<file path="src/rtl/reg_file_mp.sv">
// rtl/reg_file_mp.sv - multi-port integer register file with dual writeback lanes and pending scoreboard
module reg_file_mp #(
  parameter int XLEN       = 32,
  parameter int ADDR_W     = 5,
  parameter int NUM_RD     = 2,
  parameter int ZERO_REG   = 1,
  parameter int RESET_MODE = 1,
  parameter int BYPASS     = 1
) (
  input  logic                       clk,
  input  logic                       rst_n,
  input  logic [NUM_RD*ADDR_W-1:0]   r_addr,
  output logic [NUM_RD*XLEN-1:0]     r_data,
  output logic [NUM_RD-1:0]          r_pend,
  input  logic                       w0_en,
  input  logic [ADDR_W-1:0]          w0_addr,
  input  logic [XLEN-1:0]            w0_data,
  input  logic                       w1_en,
  input  logic [ADDR_W-1:0]          w1_addr,
  input  logic [XLEN-1:0]            w1_data,
  input  logic                       mark_en,
  input  logic [ADDR_W-1:0]          mark_addr,
  output logic                       pend_any
);

  localparam int DEPTH = 2 ** ADDR_W;

  function automatic logic [XLEN-1:0] reset_val(input int idx);
    logic [XLEN-1:0] v;
    v = XLEN'(1) << idx;
    if (RESET_MODE != 1 || idx == 0 || idx >= XLEN) begin
      v = '0;
    end
    return v;
  endfunction

  logic [XLEN-1:0] mem_q [DEPTH];
  logic [XLEN-1:0] mem_d [DEPTH];
  logic [DEPTH-1:0] pend_q;
  logic [DEPTH-1:0] pend_d;

  logic w0_ok;
  logic w1_ok;
  logic mark_ok;

  // Qualified enables: nothing commits or forwards while reset is held.
  assign w0_ok   = rst_n && w0_en   && !((ZERO_REG != 0) && (w0_addr   == '0));
  assign w1_ok   = rst_n && w1_en   && !((ZERO_REG != 0) && (w1_addr   == '0));
  assign mark_ok = rst_n && mark_en && !((ZERO_REG != 0) && (mark_addr == '0));

  // w1 is applied after w0 so it wins on an address clash; mark is applied last
  // because the issuing instruction is newer than either retiring one.
  always_comb begin
    mem_d  = mem_q;
    pend_d = pend_q;
    if (w0_ok) begin
      mem_d[w0_addr]  = w0_data;
      pend_d[w0_addr] = 1'b0;
    end
    if (w1_ok) begin
      mem_d[w1_addr]  = w1_data;
      pend_d[w1_addr] = 1'b0;
    end
    if (mark_ok) begin
      pend_d[mark_addr] = 1'b1;
    end
  end

  always_ff @(posedge clk or negedge rst_n) begin
    if (!rst_n) begin
      for (int i = 0; i < DEPTH; i++) begin
        mem_q[i] <= reset_val(i);
      end
      pend_q <= '0;
    end else begin
      mem_q  <= mem_d;
      pend_q <= pend_d;
    end
  end

  for (genvar k = 0; k < NUM_RD; k++) begin : g_rd
    logic [ADDR_W-1:0] addr;
    logic              is_zero;
    logic              hit0;
    logic              hit1;
    logic [XLEN-1:0]   data;
    logic              pend;

    assign addr    = r_addr[k*ADDR_W +: ADDR_W];
    assign is_zero = (ZERO_REG != 0) && (addr == '0);
    assign hit1    = (BYPASS != 0) && w1_ok && (w1_addr == addr);
    assign hit0    = (BYPASS != 0) && w0_ok && (w0_addr == addr);

    // A forwarded value is already resolved, so the port reports it as not pending.
    always_comb begin
      data = mem_q[addr];
      pend = pend_q[addr];
      if (hit1) begin
        data = w1_data;
        pend = 1'b0;
      end else if (hit0) begin
        data = w0_data;
        pend = 1'b0;
      end
      if (is_zero) begin
        data = '0;
        pend = 1'b0;
      end
    end

    assign r_data[k*XLEN +: XLEN] = data;
    assign r_pend[k]              = pend;
  end

  assign pend_any = |pend_q;

endmodule

</file>
<file path="config.mk">
export PLATFORM = sky130hd
export DESIGN_NAME = reg_file_mp
export DESIGN_NICKNAME = d
export VERILOG_FILES = /design/src/rtl/reg_file_mp.sv
export SDC_FILE = /design/constraint.sdc
export NUM_CORES = 2
export LEC_CHECK = 0
export BUFFER_PORTS_ARGS = -buffer_cell sky130_fd_sc_hd__clkbuf_2
export CAP_MARGIN = 20
export CORE_MARGIN = 10
export CORE_UTILIZATION = 58
export CTS_CLUSTER_SIZE = 20
export DETAILED_ROUTE_END_ITERATION = 7
export GPL_TIMING_DRIVEN = 0
export PLACE_DENSITY = 0.74
export SYNTH_ARGS = -nofsm -noshare
export SYNTH_HDL_FRONTEND = slang
export SYNTH_SLANG_ARGS = --single-unit
</file>
<file path="constraint.sdc">
create_clock -name clk -period 1.93 [get_ports clk]
set_input_delay 0.193 -clock clk [delete_from_list [all_inputs] [get_ports clk]]
set_output_delay 0.193 -clock clk [all_outputs]
set_load 0.02 [all_outputs]
</file>
Word-level counts from Yosys, hierarchy flattened
Index checks and enable logic that the tools add are counted.
{ "totals": {"reg_bits": 1056, "input_bits": 94, "out_inout_bits": 67, "wordCells": 123} }
{ "op_classes": {"order_cmp": 14, "eq_ne": 4, "n_mux": 39, "bitwise_logic": 9, "n_reduce_logical": 24} }
{ "op_table": {"columns": ["op", "count"], "rows": [
  ["$bwmux W1024", 2],
  ["$mux W1024", 2],
  ["$mux W32", 15],
  ["$bmux W32 S5", 2],
  ["$demux W32 S5", 2],
  ["$and A32 B32 Y32", 2],
  ["$not A32 Y32", 2],
  ["$or A32 B32 Y32", 1],
  ["$reduce_or A32 Y1", 1],
  ["$lt A5 B6 Y1 const B", 5],
  ["$logic_not A5 Y1", 5],
  ["$ge A6 B6 Y1 const B", 4],
  ["$not A5 Y6", 4],
  ["$eq A5 B5 Y1", 4],
  ["$demux W1 S5", 3],
  ["$ge A5 B1 Y1 const B", 3],
  ["$logic_and A1 B1 Y1", 15],
  ["$lt A6 B1 Y1 const B", 2],
  ["$mux W1", 11],
  ["$bmux W1 S5", 2],
  ["$logic_not A1 Y1", 3]
]} }

Longest topological paths before layout
{ "logic_depth": {"depth_word": 11, "ltp_mapped": 10, "depth_no_buf": 5} }

Worst setup path after synthesis
OpenSTA, ideal clock, no wires.
{ "synth_timing": {"path_kind": "input to output", "start": "input port r_addr[5]", "end": "output port r_data[54]", "arrival_ps": 2147, "required_ps": 1737, "setup_slack_ps": -410, "path_stages": 8, "n_path_buf": 3, "cell_sequence": "buf_2 > buf_4 > buf_4 > nand2_1 > a211oi_1 > a2111oi_0 > nor3_1 > o311ai_0"} }
{ "synth_between": {"elab_chain_cells": 7, "word_cells_on_any_way": 12, "classes_between": "eq/ne (2); mux (6); bitwise (1); reduce/logical (3)"} }
{ "synth_rtl": {"columns": ["item", "line", "source"], "rows": [
  ["start: declaration", "12", "input logic [NUM_RD*ADDR_W-1:0] r_addr,"],
  ["$not A5 Y6 (not written as such)", "96", "data = mem_q[addr];"],
  ["$bmux W32 S5", "96", null],
  ["$mux W32 (not written as such) (2 in a row)", "96", null],
  ["$mux W32", "101", "end else if (hit0) begin"],
  ["$mux W32", "98", "if (hit1) begin"],
  ["$mux W32 (*)", "105", "if (is_zero) begin"],
  ["end: declaration", "13", "output logic [NUM_RD*XLEN-1:0] r_data,"]
]} }
Every way passes the cells marked *; elsewhere a longest branch is shown, timed or not. The select of a mux whose other input is x is not followed.

Worst setup path in the final report
{ "layout_timing": {"start": "register mem_q[217] (netlist bit)", "end": "output port r_data[57]"} }
{ "layout_between": {"elab_chain_cells": 6} }
{ "layout_rtl": {"columns": ["item", "line", "source"], "rows": [
  ["start: declaration", "37", "logic [XLEN-1:0] mem_q [DEPTH];"],
  ["start signal: indexed assignment", "72", "mem_q[i] <= reset_val(i);"],
  ["start signal: assignment", "76", "mem_q <= mem_d;"],
  ["$bmux W32 S5", "96", null],
  ["$mux W32 (not written as such) (2 in a row)", "96", null],
  ["$mux W32", "101", null],
  ["$mux W32", "98", null],
  ["$mux W32", "105", null]
]} }
Every way passes these cells. The select of a mux whose other input is x is not followed.

==> summary.md <==
### STA
• **final max-slew violation count** 0
• **worst max-slew margin expressed relative to the limit** 0.0264
• **final cycle utilization of the critical path** 1.65
• **highest attainable clock frequency** 315 MHz
• **unrepaired setup endpoints after global routing** true
• **Tightest Pin Transition** 1.46 ns
• **Hold Vio Cnt, Final** 2
• **final-layout worst hold slack** -0.00385 ns
• **number of failing setup endpoints in the final timing report** 100
• **minimum clock period** 3.18 ns
• **Worst Clk Skew** 0 ns
• **setup ws final** -1.25 ns

### Setup path
• **source of the worst register-to-register timing path** pend_q[18]
• **kind of capture point of the worst setup path** output port
• **kind of start point of the critical path** register
• **type of the worst setup path** register to output port
• **worst flop-to-flop path endpoint** pend_q[18]
• **arrival time of the worst setup path** 2.98 ns
• **critical-path maximum fanout** 2
• **FF-to-FF setup slack** 0.85 ns
• **required time at the worst-slack endpoint** 1.74 ns
• **critical path's largest stage delay** 0.57 ns
• **Top Family by Delay on Critical Path** compound AO/OA/AOI/OAI gates
• **list of cells traversed by the critical path** mux4_2 -> mux2i_4 -> o211ai_1 -> o21ai_1 -> o221ai_2 -> clkbuf_8
• **depth of the most critical reg-to-reg path** 3
• **worst path bufs/invs** 1
• **Critical-path top delay cell** o211ai_1

### Synthesis
• **post-synthesis cell area** 67,400 um^2
• **total of flip-flops plus latches after synthesis** 1,056
• **Post-synth ARST share** 1.00
• **sequential-to-total area share from yosys stat** 0.392
• **Post-Syn Area per Cell** 10.2 um^2
• **count of flip-flops with a built-in enable after synthesis** 0
• **prevailing post-synth register cell** dfrtp_1
• **library cells used by synthesis** 66
• **gate count of the mapped netlist** 6,590
• **Post-Syn Nets** 6,684
• **number of warnings issued by yosys** 0

### Cells and area
• **Multi-input gate area** 39,500 um^2
• **count of placed standard cells in the final layout, fillers left out** 8,645
• **fill cell count** 8,659
• **commonest cells after routing, fill and taps aside** 1,226 x mux2i_1, 1,003 x dfrtp_1, 846 x nand2_1
• **Sequential Area** 26,500 um^2
• **fraction of final layout cells sized beyond drive strength 1** 0.238
• **most common cell after layout, fill and taps aside** mux2i_1
• **final-stage net count** 7,096
• **synthesis-to-layout area growth** 19.3%

### Clock tree
• **maximum buffer depth of the clock tree** 3
• **worst skew pair latency** 0.75 ns
• **CTS buffer count** 117
• **post-CTS clock slew at the launch and capture registers of the worst setup and hold paths** 0.06 ns
• **buffer type at the clock tree root** clkbuf_16
• **clock tree from TritonCTS** built
• **clock net sink count** 1,056
• **number of H-tree branching levels** 3

### Place
• **Cells after DPL** 8,249
• **Final GP Congestion** 1.12
• **HPWL after detailed placement** 253 mm
• **I/O Buffers** 117

### Power and ir drop
• **Leak Pwr** 34.5 nW
• **VDD IR-drop max** 954 uV
• **power share of the sequential group** 0.398
• **P_sw** 28.4 mW
• **part of the power in the clock network** 0.309
• **Design Power** 80.4 mW
• **power density of the placed cells** 999 nW/um^2
• **switching power as a share of total power** 0.354
• **combinational fraction of design power** 0.293
• **internal power of the cells** 51.9 mW

### Floorplanning
• **area of the die** 130,000 um^2
• **core outline area** 116,000 um^2
• **starting utilization of the core area** 0.583
• **count of pins on the block boundary** 161
• **number of rows created at floorplan** 125
• **horizontal die dimension** 361 um
• **Chip Height** 361 um

### GRT
• **global-route wire length before repair** 448 mm
• **pin count of the biggest net entering global routing** 113
• **gr usage total** 0.485
• **antenna violations before repair** 11
• **total congestion overflow after global routing** 0
• **via count of the first global-routing pass** 59,400

### Routing
• **total via count in the routed design** 61,300
• **starting DRC count in detailed routing** 10,500
• **TritonRoute pass-1 iters** 8
• **WL/cell** 37.9 um
• **DR DRC count** 8
• **average vias per placed instance** 7.09
• **antenna-violating nets left** 0
• **total detailed-routing wirelength** 327 mm

### Outcome
• **result of the run** finished, violations left
• **violations in the final reports** DRC, hold timing, setup timing

### Flow run
• **max-cap viol count** 0

### Worst hold path
• **Hold Path Class** input port to asynchronous set/reset pin

-- worst max-delay path by stage --
stage,start,to,cells after the start
final,mem_q[217],r_data[57],6
after floorplan,r_addr[0],r_data[0],7
after global routing,mem_q[217],r_data[57],6
after CTS,mem_q[7],r_data[39],6
after detailed placement,rst_n,r_data[39],12
after global placement,rst_n,pend_q[7],4
-- registers in the layout, summed over array words and instances (netlist names) --
signal,count
mem_q,1024
pend_q,32
-- routing by layer --
layer	track usage	routed length, um	up-vias
met3	0.265	54900	1047
met5	0.00591	209	-
li1	-	-	24700
met4	0.302	25400	8
met1	0.592	115000	30400
met2	0.663	132000	5108
-- tightest hold or removal path, cell delays in order --
cell	delay, ns
clkbuf_16	0.12
buf_16	0.11
buf_16	0.11
buf_4	0.26
buf_16	0.37
-- cells by family after synthesis --
logic type,share of synthesized area
buf+inv,0.0576
xor+xnor,0.00260
compound gates,0.130
flops,0.392
mux,0.330
simple gates,0.0877
-- synthesized netlist by cell type (5+ instances only) --
cell | count | area share
o221ai_1 | 61 | 0.0079
nand3b_1 | 9 | 0.0010
buf_4 | 82 | 0.0091
buf_2 | 157 | 0.012
or2_2 | 6 | 0.00056
dfrtp_1 | 1025 | 0.38
mux2i_1 | 1277 | 0.19
nor2b_1 | 18 | 0.0017
inv_1 | 44 | 0.0024
o22ai_1 | 62 | 0.0058
clkbuf_1 | 501 | 0.028
nand2b_1 | 9 | 0.00084
a211oi_1 | 8 | 0.00089
nor2_4 | 7 | 0.0012
o21ai_1 | 168 | 0.012
xnor2_1 | 8 | 0.0010
mux4_2 | 402 | 0.13
dfstp_2 | 31 | 0.012
a32o_1 | 10 | 0.0015
o31ai_1 | 11 | 0.0012
o221ai_2 | 30 | 0.0067
nor2_2 | 5 | 0.00046
buf_1 | 68 | 0.0038
a211o_1 | 62 | 0.0081
nor4_1 | 14 | 0.0013
buf_6 | 15 | 0.0025
o211ai_1 | 32 | 0.0036
nor3_1 | 16 | 0.0012
o221a_2 | 31 | 0.0052
nand3_1 | 9 | 0.00067
nand2_1 | 874 | 0.049
a21oi_1 | 446 | 0.033
xor2_1 | 12 | 0.0016
o21ai_0 | 511 | 0.038
nor2_1 | 449 | 0.025
mux2_2 | 37 | 0.0062
o2bb2ai_1 | 31 | 0.0040
-- what timing repair did --
item                                    4_1_cts  5_1_grt
cloned                                       19        2
hold endpoints to repair                    360       82
resized for setup                           535      272
buffers inserted                             48       42
pin swaps                                    77      123
endpoints found under the setup margin     1202      591
hold buffers                                 47        2
-- per-stage QoR --
| step | area, um^2 | hold WS [ns] | setup TNS, ns | setup slack (ns) | utilization |
|---|---|---|---|---|---|
| after floorplan | 68600 | -0.103 | 0 | 0.0000872 | - |
| after global placement | 71000 | 0.452 | - | -29.89 | 0.614 |
| after detailed placement | 71500 | 0.0969 | -2972.18 | -3.17 | 0.618 |
| after CTS | 79100 | -0.250 | -62.03 | -1.03 | 0.683 |
| after global routing | 80400 | 0.0198 | -78.84 | -1.13 | 0.695 |
| final | 80400 | -0.00385 | -78.08 | -1.25 | 0.695 |
-- power by group through the flow --
stage	combinational [mW]	clock, mW	sequential [mW]
after CTS	21.3	24.5	31.5
final	23.6	24.8	32.0
after global routing	24.2	25.4	32.3
after detailed placement	19.5	0	31.8
after floorplan	13.0	0	30.1
after global placement	18.4	0	31.2
-- layout make-up --
type | count | share of cell area
inverters | 45 | 0.00213
clock inverters | 74 | 0.0115
plain buffers | 820 | 0.0578
well taps | 1524 | 0.0237
multi-input cells | 4665 | 0.491
clock buffers | 149 | 0.0406
diodes | 15 | 0.000467
flip-flops and latches | 1056 | 0.329
repair buffers | 297 | 0.0429
Power figures use the tool's default switching activity.
